**config.mk**
```make
export PLATFORM = sky130hd
export DESIGN_NAME = vga_fade_core_flat
export DESIGN_NICKNAME = d
export VERILOG_FILES = /design/src/rtl/vga_fade_pkg.sv /design/src/rtl/vga_fade_if.sv /design/src/rtl/vga_fade_chan.sv /design/src/rtl/vga_fade_core.sv /design/src/flat_wrapper.sv
export SDC_FILE = /design/constraint.sdc
export NUM_CORES = 1
export LEC_CHECK = 0
export ABC_CLOCK_PERIOD_IN_PS = 4700
export BUFFER_PORTS_ARGS = -buffer_cell sky130_fd_sc_hd__buf_4
export CAP_MARGIN = 40
export CORE_ASPECT_RATIO = 1.75
export CORE_MARGIN = 3
export CORE_UTILIZATION = 51
export DETAILED_ROUTE_END_ITERATION = 8
export GPL_TIMING_DRIVEN = 0
export HOLD_SLACK_MARGIN = 0.15
export PLACE_DENSITY = 0.79
export SLEW_MARGIN = 20
export SYNTH_ARGS = -nofsm -noshare
export SYNTH_HDL_FRONTEND = slang
export SYNTH_SLANG_ARGS = --single-unit
```
**constraint.sdc**
```tcl
create_clock -name clk -period 4.7 [get_ports clk]
set_input_delay 0.47 -clock clk [delete_from_list [all_inputs] [get_ports clk]]
set_output_delay 0.47 -clock clk [all_outputs]
set_load 0.005 [all_outputs]
```
**src/rtl/vga_fade_pkg.sv**
```systemverilog
// Shared types and constants for the brightness-fade video core.
package vga_fade_pkg;

  typedef enum logic [1:0] {
    ST_IDLE      = 2'd0,
    ST_FADE_UP   = 2'd1,
    ST_FADE_DOWN = 2'd2
  } fade_state_e;

  localparam logic [1:0] ADDR_CTRL  = 2'd0;
  localparam logic [1:0] ADDR_CMD   = 2'd1;
  localparam logic [1:0] ADDR_STEP  = 2'd2;
  localparam logic [1:0] ADDR_LEVEL = 2'd3;

  localparam int CMD_FADE_IN  = 0;
  localparam int CMD_FADE_OUT = 1;
  localparam int CMD_ABORT    = 2;

endpackage

```
**src/rtl/vga_fade_if.sv**
```systemverilog
// Video slot register write bus.
interface vga_fade_if;
  logic        cs;
  logic        write;
  logic [13:0] addr;
  logic [31:0] wr_data;

  modport master (output cs, output write, output addr, output wr_data);
  modport slave  (input cs, input write, input addr, input wr_data);
endinterface

```
**src/rtl/vga_fade_chan.sv**
```systemverilog
// One colour channel scaled by the brightness level: (c * level) >> LW.
module vga_fade_chan #(
  parameter int CW = 4,
  parameter int LW = 4
) (
  input  logic [CW-1:0] c,
  input  logic [LW:0]   level,
  output logic [CW-1:0] y
);

  logic [CW+LW:0] prod;

  // Full-width product so unity level (2^LW) passes the channel unchanged.
  assign prod = {{(LW+1){1'b0}}, c} * {{CW{1'b0}}, level};
  assign y    = prod[LW +: CW];

endmodule

```
**src/rtl/vga_fade_core.sv**
```systemverilog
// Brightness fade core: register decode, fade FSM, frame counter and
// zero-latency per-channel scaling of the pixel stream.
module vga_fade_core
  import vga_fade_pkg::*;
#(
  parameter int CW  = 4,
  parameter int LW  = 4,
  parameter int FCW = 16
) (
  input  logic            clk,
  input  logic            reset,
  vga_fade_if.slave       bus,
  input  logic            frame_start,
  input  logic [3*CW-1:0] si_rgb,
  output logic [3*CW-1:0] so_rgb,
  output logic            fade_busy
);

  localparam logic [1:0]     IDLE      = ST_IDLE;
  localparam logic [1:0]     FADE_UP   = ST_FADE_UP;
  localparam logic [1:0]     FADE_DOWN = ST_FADE_DOWN;
  localparam logic [LW:0]    LVL_MAX   = {1'b1, {LW{1'b0}}};
  localparam logic [LW:0]    LVL_ONE   = {{LW{1'b0}}, 1'b1};
  localparam logic [LW:0]    LVL_ZERO  = '0;
  localparam logic [FCW-1:0] CNT_ONE   = {{(FCW-1){1'b0}}, 1'b1};

  logic [1:0]     state;
  logic [LW:0]    level;
  logic [FCW-1:0] step_reg;
  logic [FCW-1:0] frame_cnt;
  logic           bypass;

  logic           wr_en;
  logic [1:0]     sel;
  logic           cmd_wr;
  logic           do_abort;
  logic           do_out;
  logic           do_in;
  logic [FCW-1:0] step_eff;
  logic           step_hit;
  logic [LW:0]    level_in;
  logic [LW:0]    level_sat;
  logic [3*CW-1:0] scaled;
  logic           unused_bits;

  assign wr_en    = bus.cs & bus.write;
  assign sel      = bus.addr[1:0];
  assign cmd_wr   = wr_en && (sel == ADDR_CMD);
  assign do_abort = cmd_wr && bus.wr_data[CMD_ABORT];
  assign do_out   = cmd_wr && bus.wr_data[CMD_FADE_OUT] && !do_abort;
  assign do_in    = cmd_wr && bus.wr_data[CMD_FADE_IN] && !do_abort && !bus.wr_data[CMD_FADE_OUT];

  // A STEP of 0 behaves as 1; >= compare lets a shrunk STEP fire on the next frame.
  assign step_eff  = (step_reg == '0) ? CNT_ONE : step_reg;
  assign step_hit  = frame_cnt >= (step_eff - CNT_ONE);
  assign level_in  = bus.wr_data[LW:0];
  assign level_sat = (level_in > LVL_MAX) ? LVL_MAX : level_in;

  assign unused_bits = ^{bus.addr[13:2], bus.wr_data};

  // Register writes, command handling and frame-paced level stepping.
  always_ff @(posedge clk) begin
    if (reset) begin
      state     <= IDLE;
      level     <= LVL_MAX;
      step_reg  <= CNT_ONE;
      frame_cnt <= '0;
      bypass    <= 1'b0;
    end else begin
      if (wr_en && sel == ADDR_CTRL) bypass <= bus.wr_data[0];
      if (wr_en && sel == ADDR_STEP) step_reg <= bus.wr_data[FCW-1:0];
      if (wr_en && sel == ADDR_LEVEL && state == IDLE) level <= level_sat;

      if (do_abort) begin
        state     <= IDLE;
        frame_cnt <= '0;
      end else if (do_out) begin
        frame_cnt <= '0;
        state     <= (level == LVL_ZERO) ? IDLE : FADE_DOWN;
      end else if (do_in) begin
        frame_cnt <= '0;
        state     <= (level == LVL_MAX) ? IDLE : FADE_UP;
      end else if (frame_start && state != IDLE) begin
        if (step_hit) begin
          frame_cnt <= '0;
          if (state == FADE_UP) begin
            level <= level + LVL_ONE;
            if (level == LVL_MAX - LVL_ONE) state <= IDLE;
          end else begin
            level <= level - LVL_ONE;
            if (level == LVL_ONE) state <= IDLE;
          end
        end else begin
          frame_cnt <= frame_cnt + CNT_ONE;
        end
      end
    end
  end

  assign fade_busy = (state != IDLE);

  for (genvar i = 0; i < 3; i++) begin : g_chan
    vga_fade_chan #(.CW(CW), .LW(LW)) u_chan (
      .c     (si_rgb[i*CW +: CW]),
      .level (level),
      .y     (scaled[i*CW +: CW])
    );
  end

  // Bypass selects the raw stream; level and FSM keep running underneath.
  always_comb begin
    so_rgb = bypass ? si_rgb : scaled;
  end

endmodule

```
**src/flat_wrapper.sv**
```systemverilog
// flat-port wrapper written by rule: the top's interface ports become plain ports
module vga_fade_core_flat import vga_fade_pkg::*;
#(
  parameter int CW  = 4,
  parameter int LW  = 4,
  parameter int FCW = 16
)
  (clk, reset, frame_start, si_rgb, so_rgb, fade_busy, bus_cs, bus_write, bus_addr, bus_wr_data);
  vga_fade_if bus_i ();
  input  logic clk;
  input  logic reset;
  input  logic frame_start;
  input  logic [3*CW-1:0] si_rgb;
  output logic [3*CW-1:0] so_rgb;
  output logic fade_busy;
  input wire logic [$bits(bus_i.cs)-1:0] bus_cs;
  input wire logic [$bits(bus_i.write)-1:0] bus_write;
  input wire logic [$bits(bus_i.addr)-1:0] bus_addr;
  input wire logic [$bits(bus_i.wr_data)-1:0] bus_wr_data;
  assign bus_i.cs = bus_cs;
  assign bus_i.write = bus_write;
  assign bus_i.addr = bus_addr;
  assign bus_i.wr_data = bus_wr_data;
  vga_fade_core #(.CW(CW), .LW(LW), .FCW(FCW)) u_core (.clk(clk), .reset(reset), .bus(bus_i), .frame_start(frame_start), .si_rgb(si_rgb), .so_rgb(so_rgb), .fade_busy(fade_busy));
endmodule
```
* Word level (Yosys, flattened, before mapping)
Index checks and enable logic that the tools add are counted.
Operators by class: $add $sub $neg 4, multiply operators 3, magnitude comparators 2, equality and inequality tests 8, mux-type cells 20, bitwise logic cells 1, reduce and logical (&&, ||, !) cells 25
Operators by type and width (number):
- 5-bit 2-to-1 mux | 8
- 16-bit 2-to-1 mux | 2
- 4-bit by 5-bit multiplier with 8-bit output | 3
- 16-bit by 1-bit adder with 16-bit output (second input constant) | 1
- 16-bit greater-or-equal comparator | 1
- 16-bit logical NOT | 1
- 2-bit 2-to-1 mux | 8
- 16-bit by 1-bit subtractor with 16-bit output (second input constant) | 1
- 1-bit logical AND | 12
- 12-bit 2-to-1 mux | 1
- 3-bit nonzero test | 2
- 5-bit by 1-bit adder with 5-bit output (second input constant) | 1
- 5-bit by 1-bit equality test with 1-bit output (second input constant) | 1
- 5-bit by 4-bit equality test with 1-bit output (second input constant) | 1
- 5-bit equality test (second input constant) | 1
- 5-bit > comparator (second input constant) | 1
- 5-bit logical NOT | 1
- 5-bit by 1-bit subtractor with 5-bit output (second input constant) | 1
- 2-bit by 1-bit equality test with 1-bit output (second input constant) | 2
- 2-bit equality test (second input constant) | 2
- 2-bit logical NOT | 2
- 4-bit by 2-bit != test with 1-bit output (second input constant) | 1
- 4-bit AND reduction | 1
- 4-bit nonzero test | 1
- 6 further kinds | 7
Storage, ports and cells: register bits 40, input port bits 63, output and inout port bits 13, logic and storage cells 68

* Longest topological paths before layout
depth after elaboration 9, gate-level depth with buffers 19, depth with buffers taken out 17

* Hierarchy
Synthesis repeated with hierarchy kept, for this count alone.
Second synthesis, totals: cell total of the unflattened synthesis 491, area total of the unflattened synthesis 4057.6 µm²
Modules (own cells, without submodules):
- vga_fade_core | instances 1, cells each 326, area an instance 2661.3 µm², seq. area each 800.8 µm²
- vga_fade_chan at u_core.g_chan[0].u_chan ... | instances 2, cells each 55, area an instance 470.5 µm², seq. area each 0.0 µm²
- vga_fade_chan at u_core.g_chan[2].u_chan | instances 1, cells each 55, area an instance 455.4 µm², seq. area each 0.0 µm²

* Worst setup path after synthesis
OpenSTA, ideal clock, no wires.
kind reg-to-reg, from register u_core.step_reg[6], to register u_core.frame_cnt[10], library setup time 0.117 ns, arrival 4.259 ns, data required time 4.583 ns, slack 0.323 ns, stages on the path, launching flop included 20, path buffers 2, clock period less this slack 4.377 ns, cell sequence dfxtp_1 or4_1 or4_1 nor3_1 nand2_1 nor2_1 nor2_1 ha_1 nand2_1 nor4_1 xnor2_1 ha_1 nand4_1 or4_1 o32a_1 a21oi_1 nand2b_1 clkbuf_2 buf_2 nor2_1
On the way: longest elaborated chain between the ends 5
RTL lines:
- from (decl) | line vga_fade_core.sv:29 | logic [FCW-1:0] step_reg;
- from (signal assigned) | line vga_fade_core.sv:71 | if (wr_en && sel == ADDR_STEP) step_reg <= bus.wr_data[FCW-1:0];
- 16-bit logical NOT | line vga_fade_core.sv:54 | assign step_eff = (step_reg == '0) ? CNT_ONE : step_reg;
- 16-bit 2-to-1 mux (*) | line vga_fade_core.sv:54
- 16-bit by 1-bit subtractor with 16-bit output (*) | line vga_fade_core.sv:55 | assign step_hit = frame_cnt >= (step_eff - CNT_ONE);
- 16-bit greater-or-equal comparator (*) | line vga_fade_core.sv:55
- 16-bit 2-to-1 mux (*) | line vga_fade_core.sv:84 | if (step_hit) begin
- to (signal assigned) | line vga_fade_core.sv:94 | frame_cnt <= frame_cnt + CNT_ONE;
- to (decl) | line vga_fade_core.sv:30 | logic [FCW-1:0] frame_cnt;
Every way passes the cells marked *; elsewhere a longest branch is shown, timed or not. A chain may end at the register's enable or synchronous reset.

* Final worst setup path
from register u_core.step_reg[7], to register u_core.level[4]
On the way: longest elaborated chain between the ends 9
RTL lines:
- 16-bit logical NOT | line vga_fade_core.sv:54
- 16-bit 2-to-1 mux (*) | line vga_fade_core.sv:54
- 16-bit by 1-bit subtractor with 16-bit output (*) | line vga_fade_core.sv:55
- 16-bit greater-or-equal comparator (*) | line vga_fade_core.sv:55
- 5-bit 2-to-1 mux (*) | line vga_fade_core.sv:84
- 5-bit 2-to-1 mux (*) | line vga_fade_core.sv:83 | end else if (frame_start && state != IDLE) begin
- 5-bit 2-to-1 mux (*) | line vga_fade_core.sv:80 | end else if (do_in) begin
- 5-bit 2-to-1 mux (*) | line vga_fade_core.sv:77 | end else if (do_out) begin
- 5-bit 2-to-1 mux (*) | line vga_fade_core.sv:74 | if (do_abort) begin
- to (signal assigned) | line vga_fade_core.sv:72 | if (wr_en && sel == ADDR_LEVEL && state == IDLE) level <= level_sat;
- to (signal assigned) | line vga_fade_core.sv:87 | level <= level + LVL_ONE;
- to (signal assigned) | line vga_fade_core.sv:90 | level <= level - LVL_ONE;
- to (decl) | line vga_fade_core.sv:28 | logic [LW:0] level;
Marks and branches as above.

==> run metrics <==
Final setup viols 0; predominant post-synthesis flop cell dfxtp_1; worst path bufs/invs 1; post-synth net total 640; H-Tree Depth 2; worst path cell trace or4_4 > or4_4 > nor3_4 > nand2_2 > nor2_2 > nor2_2 > ha_2 > nand2_4 > nor2_2 > xnor2_1 > ha_1 > nand4_1 > or4_1 > o32a_1 > a211oi_4 > buf_4 > mux2i_1 > or2_1; Crit. End Element flop; GR Layer Usage met3 approximately 2.7%; Synth area leaders dfxtp_1 (20%), ha_1 (16%), nand2_1 (10%); Sw Share between 20% and 30%; Gate power share 19.0%; CTS tree built; total vias in the final route 3,779; most frequent CP cell nor2_2; Syn Inst Count between 500 and 600; crit path launch u_core.step_reg[7]; Highest Clock Rate ~0.22 GHz; unrepaired setup endpoints after global routing true; placed instance area 4380 sq um; Final min period between 4000 and 5000 ps; initial antenna violation count 0; r2r setup slk between 50 and 60 ps; Reg power frac 37.8%; Reg2Reg Launch Point u_core.step_reg[7]; Fin. Hold Viols 0; status completed; Worst Setup Start Kind flop; largest net degree at the start of global routing 15; Worst path top cell family by delay simple AND/OR/NAND/NOR gates; first-pass GRT wire length roughly 16 mm; LEAKAGE between 2 and 2.5 nW; CP Depth 18; CP Max Fanout 5; antenna fix cells 0; crit share post-route around 99%; Synth Register Bits 40; busiest grt layer met2; num rows 41; # IOs 76; power per cell area between 150 and 200 nW/um^2; R2R cell count 18; VDD IR max between 0.15 and 0.2 mV; design area approximately 4700 sq um; die height approximately 120 microns; Max-Cap Viols 0; cell-internal power slightly below 0.0007 W; Final TNS setup 0 ps; YS warnings 0; Post-Place Cells approximately 650; Total GRT Usage between 20% and 30%; critical path type flop to flop; worst-margin pin slew around 780 ps; Seq/Total Area, Yosys between 20% and 30%; ys async rst share 0%; Post-Route WL a little under 10 mm; initial core utilization a little over half; CTS sink cnt 40; via/cell ratio ~5.6; Wirelength per Cell roughly 15 microns; DP HPWL ~7.6 mm; NetSw roughly 0.00024 W; PnR worst setup slack between 50 and 60 ps; clock skew between 5 and 6 ps; clk_lat worst skew 290 ps; Post-Layout Cell Count roughly 670; worst r2r dst u_core.level[4]; fin. max-slew vios 0; clock share of power 43.2%; Area growth syn-to-layout 20.8%; slowest stage delay, CP approximately 550 ps; Hold-fix buffers, CTS 0; number of global-route vias before repair 3,858; chip width between 70 and 80 microns; Yosys top cell area share roughly 20%; core area around 7300 sq um; CTS clk-pin slew, worst paths 60 ps; port bufs 47; Post-Syn Area between 3000 and 4000 sq um; GRT overflow 0; met2 usage 47.9%; CP required 4880 ps; syn avg cell area approximately 7.6 sq um; number of synthesized flops with an enable pin 0; Starting DRT DRC Count 143; root buffer cell clkbuf_16; crit path capture u_core.level[4]; placer congestion estimate around 0.87; Initial DRT Pass Iterations 4; Layout Nets about 700; die area 8820 sq um; Yosys top cell by area dfxtp_1; CP max stage cell or4_4; DRT antenna net count 0; TritonCTS buffer count 5; DRC errors left 0; crit path DAT around 4800 ps; Hold Path Class input port to flop; Yosys cell types 49; met1 usage between 20% and 30%; layout cells sized above 1 16.3%; pre-CTS setup slack -286 ps; Max-slew headroom 47.8%; CTS Buffer Depth 2
==> tightest hold or removal path: cells and delay by family <==
family	cells	cell delay, ps
simple gates	1	50
buf+inv	1	110
compound gates	1	50
==> layout by cell type, fill, tap and decap left out, types with 3 or more instances in the layout <==
master / count
nand3_1: 5
clkbuf_16: 5
a22oi_1: 3
nor2_1: 31
and2_1: 19
clkbuf_2: 3
a21o_1: 4
mux2i_1: 4
nand4_1: 6
nor2b_1: 4
xnor2_1: 17
inv_1: 34
o2111a_1: 3
clkbuf_1: 14
o21a_1: 3
nand3b_1: 3
nand2_1: 107
xor2_1: 20
o31ai_1: 6
nor3b_1: 3
dfxtp_1: 37
o21ai_0: 19
a211oi_1: 4
and4_1: 3
a21oi_1: 30
nor2_2: 3
and3_1: 7
buf_4: 63
fa_1: 15
nor3_1: 14
nor4_1: 4
ha_1: 48
a311o_1: 3
==> Yosys cell counts, drive strengths merged (3+ instances only) <==
master and n:
nand2 109, ha 49, dfxtp 40, inv 34, nor2 34, a21oi 31, o21ai 20, xor2 20
and2 19, clkbuf 19, xnor2 17, fa 15, nor3 15, and3 7, nand4 6, o31ai 6
a211oi 5, nand3 5, a21o 4, mux2i 4, nor2b 4, nor4 4, or4 4, a22oi 3
a311o 3, and4 3, nand3b 3, nor3b 3, o2111a 3, o21a 3
==> kinds of logic (layout without fill, tap and decap cells) <==
kind of cell / count (synthesis) / count (layout) / synth area share, %
flip-flops: 40 / 40 / 20.4
XOR/XNOR: 37 / 37 / 8.26
AO/OA/AOI/OAI: 86 / 86 / 14.3
buffers and inverters: 55 / 125 / 5.32
adder cells (fa/ha/maj): 64 / 64 / 23.3
multiplexers: 5 / 5 / 1.31
AND/OR/NAND/NOR: 226 / 226 / 27.1
==> stage by stage <==
step / util [%] / hold slack (ps) / total power, W
floorplan: - / 456 / 0.000445
global placement: 59.8 / 471 / 0.000512
detailed placement: 59.8 / 480 / 0.000516
CTS: 63.0 / 421 / 0.000917
global route: 64.6 / 434 / 0.000958
finish: 64.6 / 430 / 0.000920
==> power by group through the flow <==
| stage | combinational, W | sequential [W] | clock (W) |
|---|---|---|---|
| final | 0.000175 | 0.000348 | 0.000397 |
| after global placement | 0.000157 | 0.000355 | 0 |
| after detailed placement | 0.000161 | 0.000355 | 0 |
| after global routing | 0.000195 | 0.000348 | 0.000415 |
| after CTS | 0.000166 | 0.000348 | 0.000403 |
| after floorplan | 0.0000913 | 0.000354 | 0 |
==> timing repair <==
| action | 4_1_cts | 5_1_grt |
|---|---|---|
| gates resized for setup | 9 | 19 |
| pin swaps | 3 | 14 |
| setup buffers | 6 | 10 |
| endpoints found under the setup margin | 24 | 26 |
==> final cells by class <==
| class | count | area (sq um) |
|---|---|---|
| Buffer | 20 | 90.1 |
| Clock buffer | 5 | 125 |
| Clock inverter | 3 | 46.3 |
| Fill cell | 647 | 2600 |
| Inverter | 34 | 128 |
| Multi-Input combinational cell | 418 | 2960 |
| Sequential cell | 40 | 810 |
| Tap cell | 86 | 108 |
| Timing Repair Buffer | 63 | 477 |
==> metal layers <==
layer	share of wire, %	vias up
met5	0	-
met4	3.4	0
met3	2.4	23
met2	59	71
met1	35	1797
li1	-	1888
==> worst min path at each step <==
stage | from | to | slack, ps | cells after the start
detailed placement | u_core.step_reg[5] | u_core.step_reg[5] | 480 | 2
finish | bus_wr_data[9] | u_core.step_reg[9] | 430 | 3
floorplan | u_core.step_reg[9] | u_core.step_reg[9] | 460 | 2
global placement | u_core.step_reg[12] | u_core.step_reg[12] | 470 | 2
global route | bus_wr_data[10] | u_core.step_reg[10] | 430 | 3
CTS | bus_wr_data[3] | u_core.level[3] | 420 | 3
No activity file was read; power rests on OpenSTA's default activity.
